### src/rtl/gf180mcu_clkmon_pkg.sv
// Shared definitions for the clock activity monitor.
//  - state_t   : monitor FSM states (IDLE, ARM, MEASURE)
//  - DEF_*     : default parameter values used by the top level
//  - arm_len() : number of ARM cycles. This is the time needed to refill the
//                input pipeline after enable.
//  - maj3()    : 3-input majority, used by the optional glitch filter
// Optional feature macro: CLKMON_GLITCH_FILTER_EN. It adds two cycles of
// input latency, so ARM is two cycles longer when the macro is defined.
package gf180mcu_clkmon_pkg;

  typedef enum logic [1:0] {
    IDLE    = 2'd0,
    ARM     = 2'd1,
    MEASURE = 2'd2
  } state_t;

  localparam int DEF_SYNC_STAGES = 2;
  localparam int DEF_WINDOW      = 100;
  localparam int DEF_WIN_W       = 8;
  localparam int DEF_CNT_W       = 8;
  localparam int DEF_MIN_EDGES   = 20;
  localparam int DEF_MAX_EDGES   = 30;
  localparam int DEF_STUCK_LIMIT = 32;

  // The edge detector needs the whole input pipeline refilled with post-enable
  // samples, plus the one registered delay of the edge detector itself.
  function automatic int arm_len(input int sync_stages);
`ifdef CLKMON_GLITCH_FILTER_EN
    return sync_stages + 3;
`else
    return sync_stages + 1;
`endif
  endfunction

  function automatic logic maj3(input logic a, input logic b, input logic c);
    return (a & b) | (a & c) | (b & c);
  endfunction

endpackage

### src/rtl/gf180mcu_fd_sc_mcu7t5v0_clkmon_sync.sv
// Brings the monitored clock into the reference clock domain as plain data.
//  clk : reference clock
//  rn  : asynchronous active-low reset, clears every flop
//  d   : asynchronous input (monitored clock)
//  q   : synchronized value (filtered when the macro is defined)
// Optional feature macro: CLKMON_GLITCH_FILTER_EN. When it is defined, a
// 3-tap majority filter with a registered output follows the synchronizer.
// This adds 2 cycles of latency and removes single-cycle pulses.
module gf180mcu_fd_sc_mcu7t5v0_clkmon_sync
  import gf180mcu_clkmon_pkg::*;
#(
  parameter int SYNC_STAGES = DEF_SYNC_STAGES
) (
  input  logic clk,
  input  logic rn,
  input  logic d,
  output logic q
);

  logic [SYNC_STAGES-1:0] chain;

  always_ff @(posedge clk or negedge rn) begin
    if (!rn) chain <= '0;
    else     chain <= {chain[SYNC_STAGES-2:0], d};
  end

`ifdef CLKMON_GLITCH_FILTER_EN
  // The filter taps hold the two previous synchronizer outputs. A level must
  // be present in 2 of 3 consecutive samples before it reaches q.
  logic [1:0] tap;
  logic       maj_q;

  always_ff @(posedge clk or negedge rn) begin
    if (!rn) begin
      tap   <= '0;
      maj_q <= 1'b0;
    end else begin
      tap   <= {tap[0], chain[SYNC_STAGES-1]};
      maj_q <= maj3(chain[SYNC_STAGES-1], tap[0], tap[1]);
    end
  end

  assign q = maj_q;
`else
  assign q = chain[SYNC_STAGES-1];
`endif

endmodule

### src/rtl/gf180mcu_fd_sc_mcu7t5v0_clkmon.sv
// Clock activity monitor. It counts rising edges of the monitored clock I
// over a fixed window of CLK cycles and reports slow, fast and stuck clocks.
//  CLK       : reference clock, all flops rising-edge
//  RN        : asynchronous active-low reset
//  EN        : monitor enable (CLK domain)
//  I         : monitored clock (asynchronous)
//  EDGES     : edge count of the last completed window
//  VALID     : 1-cycle pulse when EDGES/LO/HI update
//  LO / HI   : last window count below MIN_EDGES / above MAX_EDGES
//  STUCK     : no edge of I seen for STUCK_LIMIT measuring cycles
//  DBG_STATE : current FSM state, for observation only
// Optional feature macro: CLKMON_GLITCH_FILTER_EN. It enables the input
// glitch filter inside the synchronizer and lengthens ARM to match.
module gf180mcu_fd_sc_mcu7t5v0_clkmon
  import gf180mcu_clkmon_pkg::*;
#(
  parameter int SYNC_STAGES = DEF_SYNC_STAGES,
  parameter int WINDOW      = DEF_WINDOW,
  parameter int WIN_W       = DEF_WIN_W,
  parameter int CNT_W       = DEF_CNT_W,
  parameter int MIN_EDGES   = DEF_MIN_EDGES,
  parameter int MAX_EDGES   = DEF_MAX_EDGES,
  parameter int STUCK_LIMIT = DEF_STUCK_LIMIT
) (
  input  logic             CLK,
  input  logic             RN,
  input  logic             EN,
  input  logic             I,
  output logic [CNT_W-1:0] EDGES,
  output logic             VALID,
  output logic             LO,
  output logic             HI,
  output logic             STUCK,
  output state_t           DBG_STATE
);

  // Elaboration-time parameter sanity checks.
  if (SYNC_STAGES < 2)         begin : g_bad_sync $error("SYNC_STAGES must be >= 2"); end
  if (WINDOW < 4)              begin : g_bad_win  $error("WINDOW must be >= 4"); end
  if ((1 << WIN_W) <= WINDOW)  begin : g_bad_winw $error("WIN_W too small for WINDOW"); end
  if (MIN_EDGES > MAX_EDGES)   begin : g_bad_lim  $error("MIN_EDGES must be <= MAX_EDGES"); end

  localparam int ARM_LEN = arm_len(SYNC_STAGES);
  localparam int ARM_W   = $clog2(ARM_LEN + 1);
  localparam int STK_W   = $clog2(STUCK_LIMIT + 1);

  localparam logic [ARM_W-1:0] ARM_LAST  = ARM_W'(ARM_LEN - 1);
  localparam logic [WIN_W-1:0] WIN_LAST  = WIN_W'(WINDOW - 1);
  localparam logic [STK_W-1:0] STK_LIMIT = STK_W'(STUCK_LIMIT);
  localparam logic [CNT_W-1:0] CNT_MAX   = '1;
  localparam logic [CNT_W-1:0] MIN_C     = CNT_W'(MIN_EDGES);
  localparam logic [CNT_W-1:0] MAX_C     = CNT_W'(MAX_EDGES);

  logic i_s;
  logic i_s_q;
  logic edge_det;

  gf180mcu_fd_sc_mcu7t5v0_clkmon_sync #(
    .SYNC_STAGES(SYNC_STAGES)
  ) u_sync (
    .clk(CLK),
    .rn (RN),
    .d  (I),
    .q  (i_s)
  );

  // The edge detector runs all the time. Its history is then already valid
  // when ARM ends, and ARM simply ignores the edges it reports.
  always_ff @(posedge CLK or negedge RN) begin
    if (!RN) i_s_q <= 1'b0;
    else     i_s_q <= i_s;
  end

  assign edge_det = i_s & ~i_s_q;

  state_t           state;
  logic [ARM_W-1:0] arm_cnt;
  logic [WIN_W-1:0] win;
  logic [CNT_W-1:0] cnt;
  logic [STK_W-1:0] stk;
  logic [CNT_W-1:0] cnt_inc;

  // Edge count including this cycle's edge. It saturates at the maximum
  // value instead of wrapping.
  always_comb begin
    cnt_inc = cnt;
    if (edge_det && (cnt != CNT_MAX)) cnt_inc = cnt + CNT_W'(1);
  end

  always_ff @(posedge CLK or negedge RN) begin
    if (!RN) begin
      state   <= IDLE;
      arm_cnt <= '0;
      win     <= '0;
      cnt     <= '0;
      stk     <= '0;
      EDGES   <= '0;
      VALID   <= 1'b0;
      LO      <= 1'b0;
      HI      <= 1'b0;
      STUCK   <= 1'b0;
    end else begin
      VALID <= 1'b0;
      if (!EN) begin
        // Disable discards the partial window. Published results are held.
        state   <= IDLE;
        arm_cnt <= '0;
        win     <= '0;
        cnt     <= '0;
        stk     <= '0;
        STUCK   <= 1'b0;
      end else begin
        case (state)
          IDLE: begin
            state   <= ARM;
            arm_cnt <= '0;
            STUCK   <= 1'b0;
          end
          ARM: begin
            STUCK <= 1'b0;
            if (arm_cnt == ARM_LAST) begin
              state <= MEASURE;
              win   <= '0;
              cnt   <= '0;
              stk   <= '0;
            end else begin
              arm_cnt <= arm_cnt + ARM_W'(1);
            end
          end
          MEASURE: begin
            if (win == WIN_LAST) begin
              // An edge in the terminal cycle still belongs to the closing
              // window. The next window starts with no gap.
              win   <= '0;
              cnt   <= '0;
              EDGES <= cnt_inc;
              LO    <= (cnt_inc < MIN_C);
              HI    <= (cnt_inc > MAX_C);
              VALID <= 1'b1;
            end else begin
              win <= win + WIN_W'(1);
              cnt <= cnt_inc;
            end
            // The stuck timer ignores window boundaries. STUCK follows the
            // timer one cycle after it saturates.
            if (edge_det)              stk <= '0;
            else if (stk != STK_LIMIT) stk <= stk + STK_W'(1);
            STUCK <= ~edge_det & (stk == STK_LIMIT);
          end
          default: state <= IDLE;
        endcase
      end
    end
  end

  assign DBG_STATE = state;

endmodule

### config.mk
export PLATFORM = sky130hd
export DESIGN_NAME = gf180mcu_fd_sc_mcu7t5v0_clkmon
export DESIGN_NICKNAME = d
export VERILOG_FILES = /design/src/rtl/gf180mcu_clkmon_pkg.sv /design/src/rtl/gf180mcu_fd_sc_mcu7t5v0_clkmon_sync.sv /design/src/rtl/gf180mcu_fd_sc_mcu7t5v0_clkmon.sv
export SDC_FILE = /design/constraint.sdc
export NUM_CORES = 1
export LEC_CHECK = 0
export CAP_MARGIN = 10
export CORE_MARGIN = 4
export CORE_UTILIZATION = 58
export DETAILED_ROUTE_END_ITERATION = 16
export PLACE_DENSITY = 0.9
export SETUP_SLACK_MARGIN = 0.5
export SYNTH_ARGS = -nofsm -noshare
export SYNTH_HDL_FRONTEND = slang
export SYNTH_SLANG_ARGS = --single-unit
### constraint.sdc
create_clock -name CLK -period 2.64 [get_ports CLK]
set_input_delay 0.264 -clock CLK [delete_from_list [all_inputs] [get_ports CLK]]
set_output_delay 0.264 -clock CLK [all_outputs]
set_load 0.005 [all_outputs]
# --- Word-level counts from Yosys, hierarchy flattened ---
# Index checks and enable logic that the tools add are counted.
op_classes:
  add_sub_neg: 4
  n_mul: 0
  n_div: 0
  magnitude_cmp: 2
  n_eq_ne: 14
  shifts: 0
  mux: 24
  bitwise: 4
  n_reduce_logical: 8
op_table:
  columns: ["op", "count"]
  rows:
  - ["two-way mux 8 bit", 6]
  - ["case mux 8 bit (2 select lines)", 2]
  - ["two-way mux 6 bit", 4]
  - ["adder 8 x 1 -> 8 bit (second input constant)", 2]
  - ["case mux 6 bit (2 select lines)", 1]
  - ["equality test 8 x 7 -> 1 bit (second input constant)", 1]
  - ["greater-than comparator 8 x 5 -> 1 bit (second input constant)", 1]
  - ["< comparator 8 x 5 -> 1 bit (second input constant)", 1]
  - ["two-way mux 2 bit", 4]
  - ["inequality test 8 bit (second input constant)", 1]
  - ["adder 6 x 1 -> 6 bit (second input constant)", 1]
  - ["equality test 6 bit (second input constant)", 1]
  - ["inequality test 3 x 1 -> 1 bit (second input constant)", 2]
  - ["inequality test 3 bit (second input constant)", 2]
  - ["inequality test 6 bit (second input constant)", 1]
  - ["case mux 2 bit (3 select lines)", 1]
  - ["AND reduction 2 bit", 3]
  - ["AND reduction 3 bit", 2]
  - ["equality test 2 bit (second input constant)", 2]
  - ["two-way mux 1 bit", 4]
  - ["inequality test 4 bit (second input constant)", 1]
  - ["case mux 2 bit (2 select lines)", 1]
  - ["inequality test 3 x 2 -> 1 bit (second input constant)", 1]
  - ["adder 2 x 1 -> 2 bit (second input constant)", 1]
  - ["other kinds (8)", 10]
word_totals:
  register_bits: 41
  latchBits: 0
  ramBits: 0
  rom_bits: 0
  inputBits: 4
  output_inout_bits: 14
  elab_cells: 68
  memories: 0

# --- Depth between registers and ports, before layout ---
depth:
  depth_word: 7
  ltp_mapped: 8
  mapped_depth_nobuf: 7

# --- Modules after synthesis ---
# Synthesis repeated with hierarchy kept, for this count alone.
hier_totals:
  cells_unflattened: 229
  area_unflattened_um2: 2134.5
modules_own_cells:
  columns: ["module", "instances", "cells_each", "area_per_inst_um2", "seq_area_each_um2"]
  rows:
  - ["gf180mcu_fd_sc_mcu7t5v0_clkmon", 1, 227, 2084.5, 975.9]
  - ["gf180mcu_fd_sc_mcu7t5v0_clkmon_sync", 1, 2, 50.0, 50.0]

# --- Least setup slack after synthesis ---
# OpenSTA, ideal clock, no wires.
synth_path:
  path_type: "reg2reg"
  startpoint: "register cnt[0]"
  endpoint: "register cnt[0]"
  setup_time_ns: 0.125
  arrival_time_ns: 1.560
  t_required_ns: 2.515
  path_slack_ns: 0.955
  stages_incl_launch_ff: 7
  n_path_buf: 0
  period_less_slack_ns: 1.685
  path_cell_list: "dfrtp_1 -> ha_1 -> and4_1 -> a41o_2 -> nand2_1 -> nand2_1 -> mux2_2"
synth_via:
  elab_chain_cells: 6
  elab_cells_between_ends: 7
  cone_classes: "add/sub: 1; eq/ne: 1; mux: 4; reduce/logical: 1"
synth_rtl:
  columns: ["element", "line_no", "rtl"]
  rows:
  - ["from (decl)", "gf180mcu_fd_sc_mcu7t5v0_clkmon.sv:79", "logic [CNT_W-1:0] cnt;"]
  - ["from (signal assigned)", "gf180mcu_fd_sc_mcu7t5v0_clkmon.sv:142", "cnt <= cnt_inc;"]
  - ["parallel branches: the longest is 2 deep, another holds adder 8 x 1 -> 8 bit", null, null]
  - ["two-way mux 8 bit *", "gf180mcu_fd_sc_mcu7t5v0_clkmon.sv:87", "if (edge_det && (cnt != CNT_MAX)) cnt_inc = cnt + CNT_W'(1);"]
  - ["two-way mux 8 bit *", "gf180mcu_fd_sc_mcu7t5v0_clkmon.sv:131", "if (win == WIN_LAST) begin"]
  - ["case mux 8 bit (2 select lines) *", "gf180mcu_fd_sc_mcu7t5v0_clkmon.sv:113", "case (state)"]
  - ["two-way mux 8 bit *", "gf180mcu_fd_sc_mcu7t5v0_clkmon.sv:104", "if (!EN) begin"]
# Every way passes the cells marked *.
# A chain may end at the register's enable or synchronous reset.

# --- Final worst setup path ---
layout_path:
  startpoint: "register arm_cnt[0]"
  endpoint: "register cnt[0]"
layout_via:
  elab_chain_cells: 3
layout_rtl:
  columns: ["element", "line_no", "rtl"]
  rows:
  - ["from (decl)", "gf180mcu_fd_sc_mcu7t5v0_clkmon.sv:77", "logic [ARM_W-1:0] arm_cnt;"]
  - ["from (signal assigned)", "gf180mcu_fd_sc_mcu7t5v0_clkmon.sv:127", "arm_cnt <= arm_cnt + ARM_W'(1);"]
  - ["equality test 2 bit", "gf180mcu_fd_sc_mcu7t5v0_clkmon.sv:121", "if (arm_cnt == ARM_LAST) begin"]
  - ["inequality test 3 bit (no source line)", null, null]
  - ["AND reduction 2 bit (no source line)", null, null]
# No other way between the ends.

==> metrics.md <==
| Metric | Value |
|---|---|
| DPL Wire Length | roughly 3000 um |
| Nets | roughly 250 |
| Rel. slew slack | between 40 and 50% |
| Routed vias | 1707 |
| Minimum clock period | about 1.9 ns |
| Most used cell, CP | nand2_1 |
| Drt pass-1 iters | 5 |
| Die Span X | between 60 and 70 um |
| Ant diodes | 0 |
| Worst R2R End | cnt[0]$_DFFE_PN0P_ |
| Synth async-reset ratio | 100.0% |
| PwrDens | about 460 nW/um^2 |
| Commonest cells after routing, fill and taps aside | 41 x dfrtp_1, 33 x nand2_1, 22 x o21ai_0 |
| Area Overhead vs Synth | 13.33% |
| Remaining global-route overflow | 0 |
| Max IR drop VDD | 0.3168 mV |
| Leak | about 1.0 nW |
| Root Buffer | clkbuf_8 |
| Nature of the critical path startpoint | register |
| DP Cell Count | about 280 |
| Pin count of the biggest net entering global routing | 42 |
| Setup violators final | 0 |
| Core area | roughly 3400 um^2 |
| Worst slew pin tran | about 0.89 ns |
| IO buf count | 17 |
| Kind of critical path | register to register |
| DRC Markers | 0 |
| WL per Instance | 14.31 um |
| TNS Setup | 0 ns |
| Cts hold-fix bufs | 0 |
| Commonest non-fill, non-tap cell in the layout | dfrtp_1 |
| Crit path buffers/inverters | 2 |
| Yosys cell types | 48 |
| Total Routed Length | approximately 4200 um |
| I/O pin cnt | 18 |
| Register bit total from synthesis | 41 |
| Status | completed |
| CP cell instances | inv_1, ha_1, nand2_1, o211ai_1, buf_4, nand2_1, mux2_2 |
| Core Rows | 21 |
| Synth warnings | 0 |
| Worst min path class | input port to asynchronous set/reset pin |
| Finished Core Util | between 70 and 80% |
| Initial antenna violation count | 0 |
| Starting DRT DRC Count | 150 |
| Top FF cell, synth | dfrtp_1 |
| CP max FO | 6 |
| Power Total | ~0.0011 W |
| Resize count post-CTS | 0 |
| CP top delay family | compound AO/OA/AOI/OAI gates |
| Routability Congestion | 0.8861 |
| TritonCTS clock tree | yes |
| RSZ-0062 raised after global routing | false |
| Htree depth | 2 |
| Cts bufs inserted | 5 |
| Fmax | roughly 530 MHz |
| Overall Global Routing Usage | a little over a fifth |
| Avg Vias per Cell | 5.866 |
| Part of the cycle the worst path needs | between 70% and 80% |
| Sequential area share after synthesis | roughly 48% |
| R2R Setup Slk | 0.74 ns |
| Worst skew pair latency | about 0.3 ns |
| Post-Synthesis Cells | 226 |
| Final Max Slew Viols | 0 |
| Syn_area_per_cell | between 9 and 10 um^2 |
| Buffer count from post-CTS setup fixing | 0 |
| Die Y | between 60 and 70 um |
| WHS | between 0.08 and 0.09 ns |
| Worst EP arrival | approximately 2.1 ns |
| Critical Path RT | approximately 2.8 ns |
| Vias in the first global route | about 1600 |
| Clk_skew | 0.005594 ns |
| Reg clk slew, reported paths | ~0.070 ns |
| Post-synth EDFFs | 0 |
| Global-route wire length before repair | about 7500 um |
| Share of cells above drive strength 1 | roughly 7.8% |
| Maximum clock insertion buffer count | 2 |
| Clk sinks | 41 |
| Final hold vios | 0 |
| Reg2Reg Depth | 7 |
| Starting density of the core | between 60% and 70% |
| Post-synthesis net count | 235 |
| Reg-to-reg startpoint | arm_cnt[0]$_DFFE_PN0P_ |
| # Max-Cap Violations | 0 |
| CP max stage delay | roughly 0.43 ns |
| Synthesized area | roughly 2100 um^2 |
| Final ANT Viol Nets | 0 |
| Layout Cells excl Fill | slightly below 300 |
| Worst path slowest cell | o211ai_1 |
| Die footprint | 4727 um^2 |
| Worst setup EP type | register |
[registers in the layout, indices dropped and copies added (netlist names), 2 cells and up]
register	cells
EDGES	8
cnt	8
win	8
stk	6
DBG_STATE	2
arm_cnt	2
u_sync.chain	2
[worst max path at each step]
stage                     slack, ns  depth (start not counted)              startpoint                    to
after floorplan                0.96                          6      cnt[0]$_DFFE_PN0P_    cnt[0]$_DFFE_PN0P_
after global placement         0.58                          5                      EN  EDGES[2]$_DFFE_PN0P_
after detailed placement       0.54                          5                      EN  EDGES[2]$_DFFE_PN0P_
after CTS                      0.72                          7  arm_cnt[0]$_DFFE_PN0P_    cnt[0]$_DFFE_PN0P_
after global routing           0.57                          7  arm_cnt[0]$_DFFE_PN0P_    cnt[0]$_DFFE_PN0P_
final                          0.74                          7  arm_cnt[0]$_DFFE_PN0P_    cnt[0]$_DFFE_PN0P_
[power breakdown]
part	internal (W)	total [W]	switching, W
registers	0.000634	0.000639	0.00000574
clock network	0.000207	0.000409	0.000202
logic	0.0000208	0.0000567	0.0000359
[cells in the mapped netlist (all sizes together), types with 4 or more instances]
master / n / area (um^2)
a31oi: 4 / 25.02
inv: 8 / 30.03
dfrtp: 41 / 1026
and3: 6 / 37.54
buf: 6 / 38.79
nand3: 7 / 45.04
nand2: 33 / 123.9
xor2: 5 / 43.79
ha: 5 / 62.56
nand4: 6 / 37.54
nor2: 14 / 52.55
nor3: 5 / 25.02
a21oi: 12 / 60.06
o21ai: 26 / 130.1
[cells by family after synthesis]
kind of cell / synth area share (%)
buffers and inverters: 3.565
AO/OA/AOI/OAI: 18.23
AND/OR/NAND/NOR: 22.50
multiplexers: 1.987
XOR/XNOR: 2.864
adder cells (fa/ha/maj): 2.922
flip-flops: 47.93
[through the flow]
stage / area, um^2 / setup WS, ns
3_3_place_gp: 2340 / 0.5816
3_5_place_dp: 2340 / 0.5362
5_1_grt: 2426 / 0.5680
2_1_floorplan: 2141 / 0.9551
6_report: 2426 / 0.7386
4_1_cts: 2426 / 0.7216
[cell type report]
type	count	area (um^2)
multi-input cells	169	1039
flip-flops and latches	41	1026
fillers	260	1016
repair buffers	20	187.7
clock buffers	7	86.33
well taps	46	57.56
inverters	8	30.03
[layer usage]
layer	global-route usage, %	part of all wire (%)
met2	31.94	45
met1	29.36	47
met4	7.543	1.6
met5	0	0
met3	6.969	5.9
(Power assumes the default switching activity.)
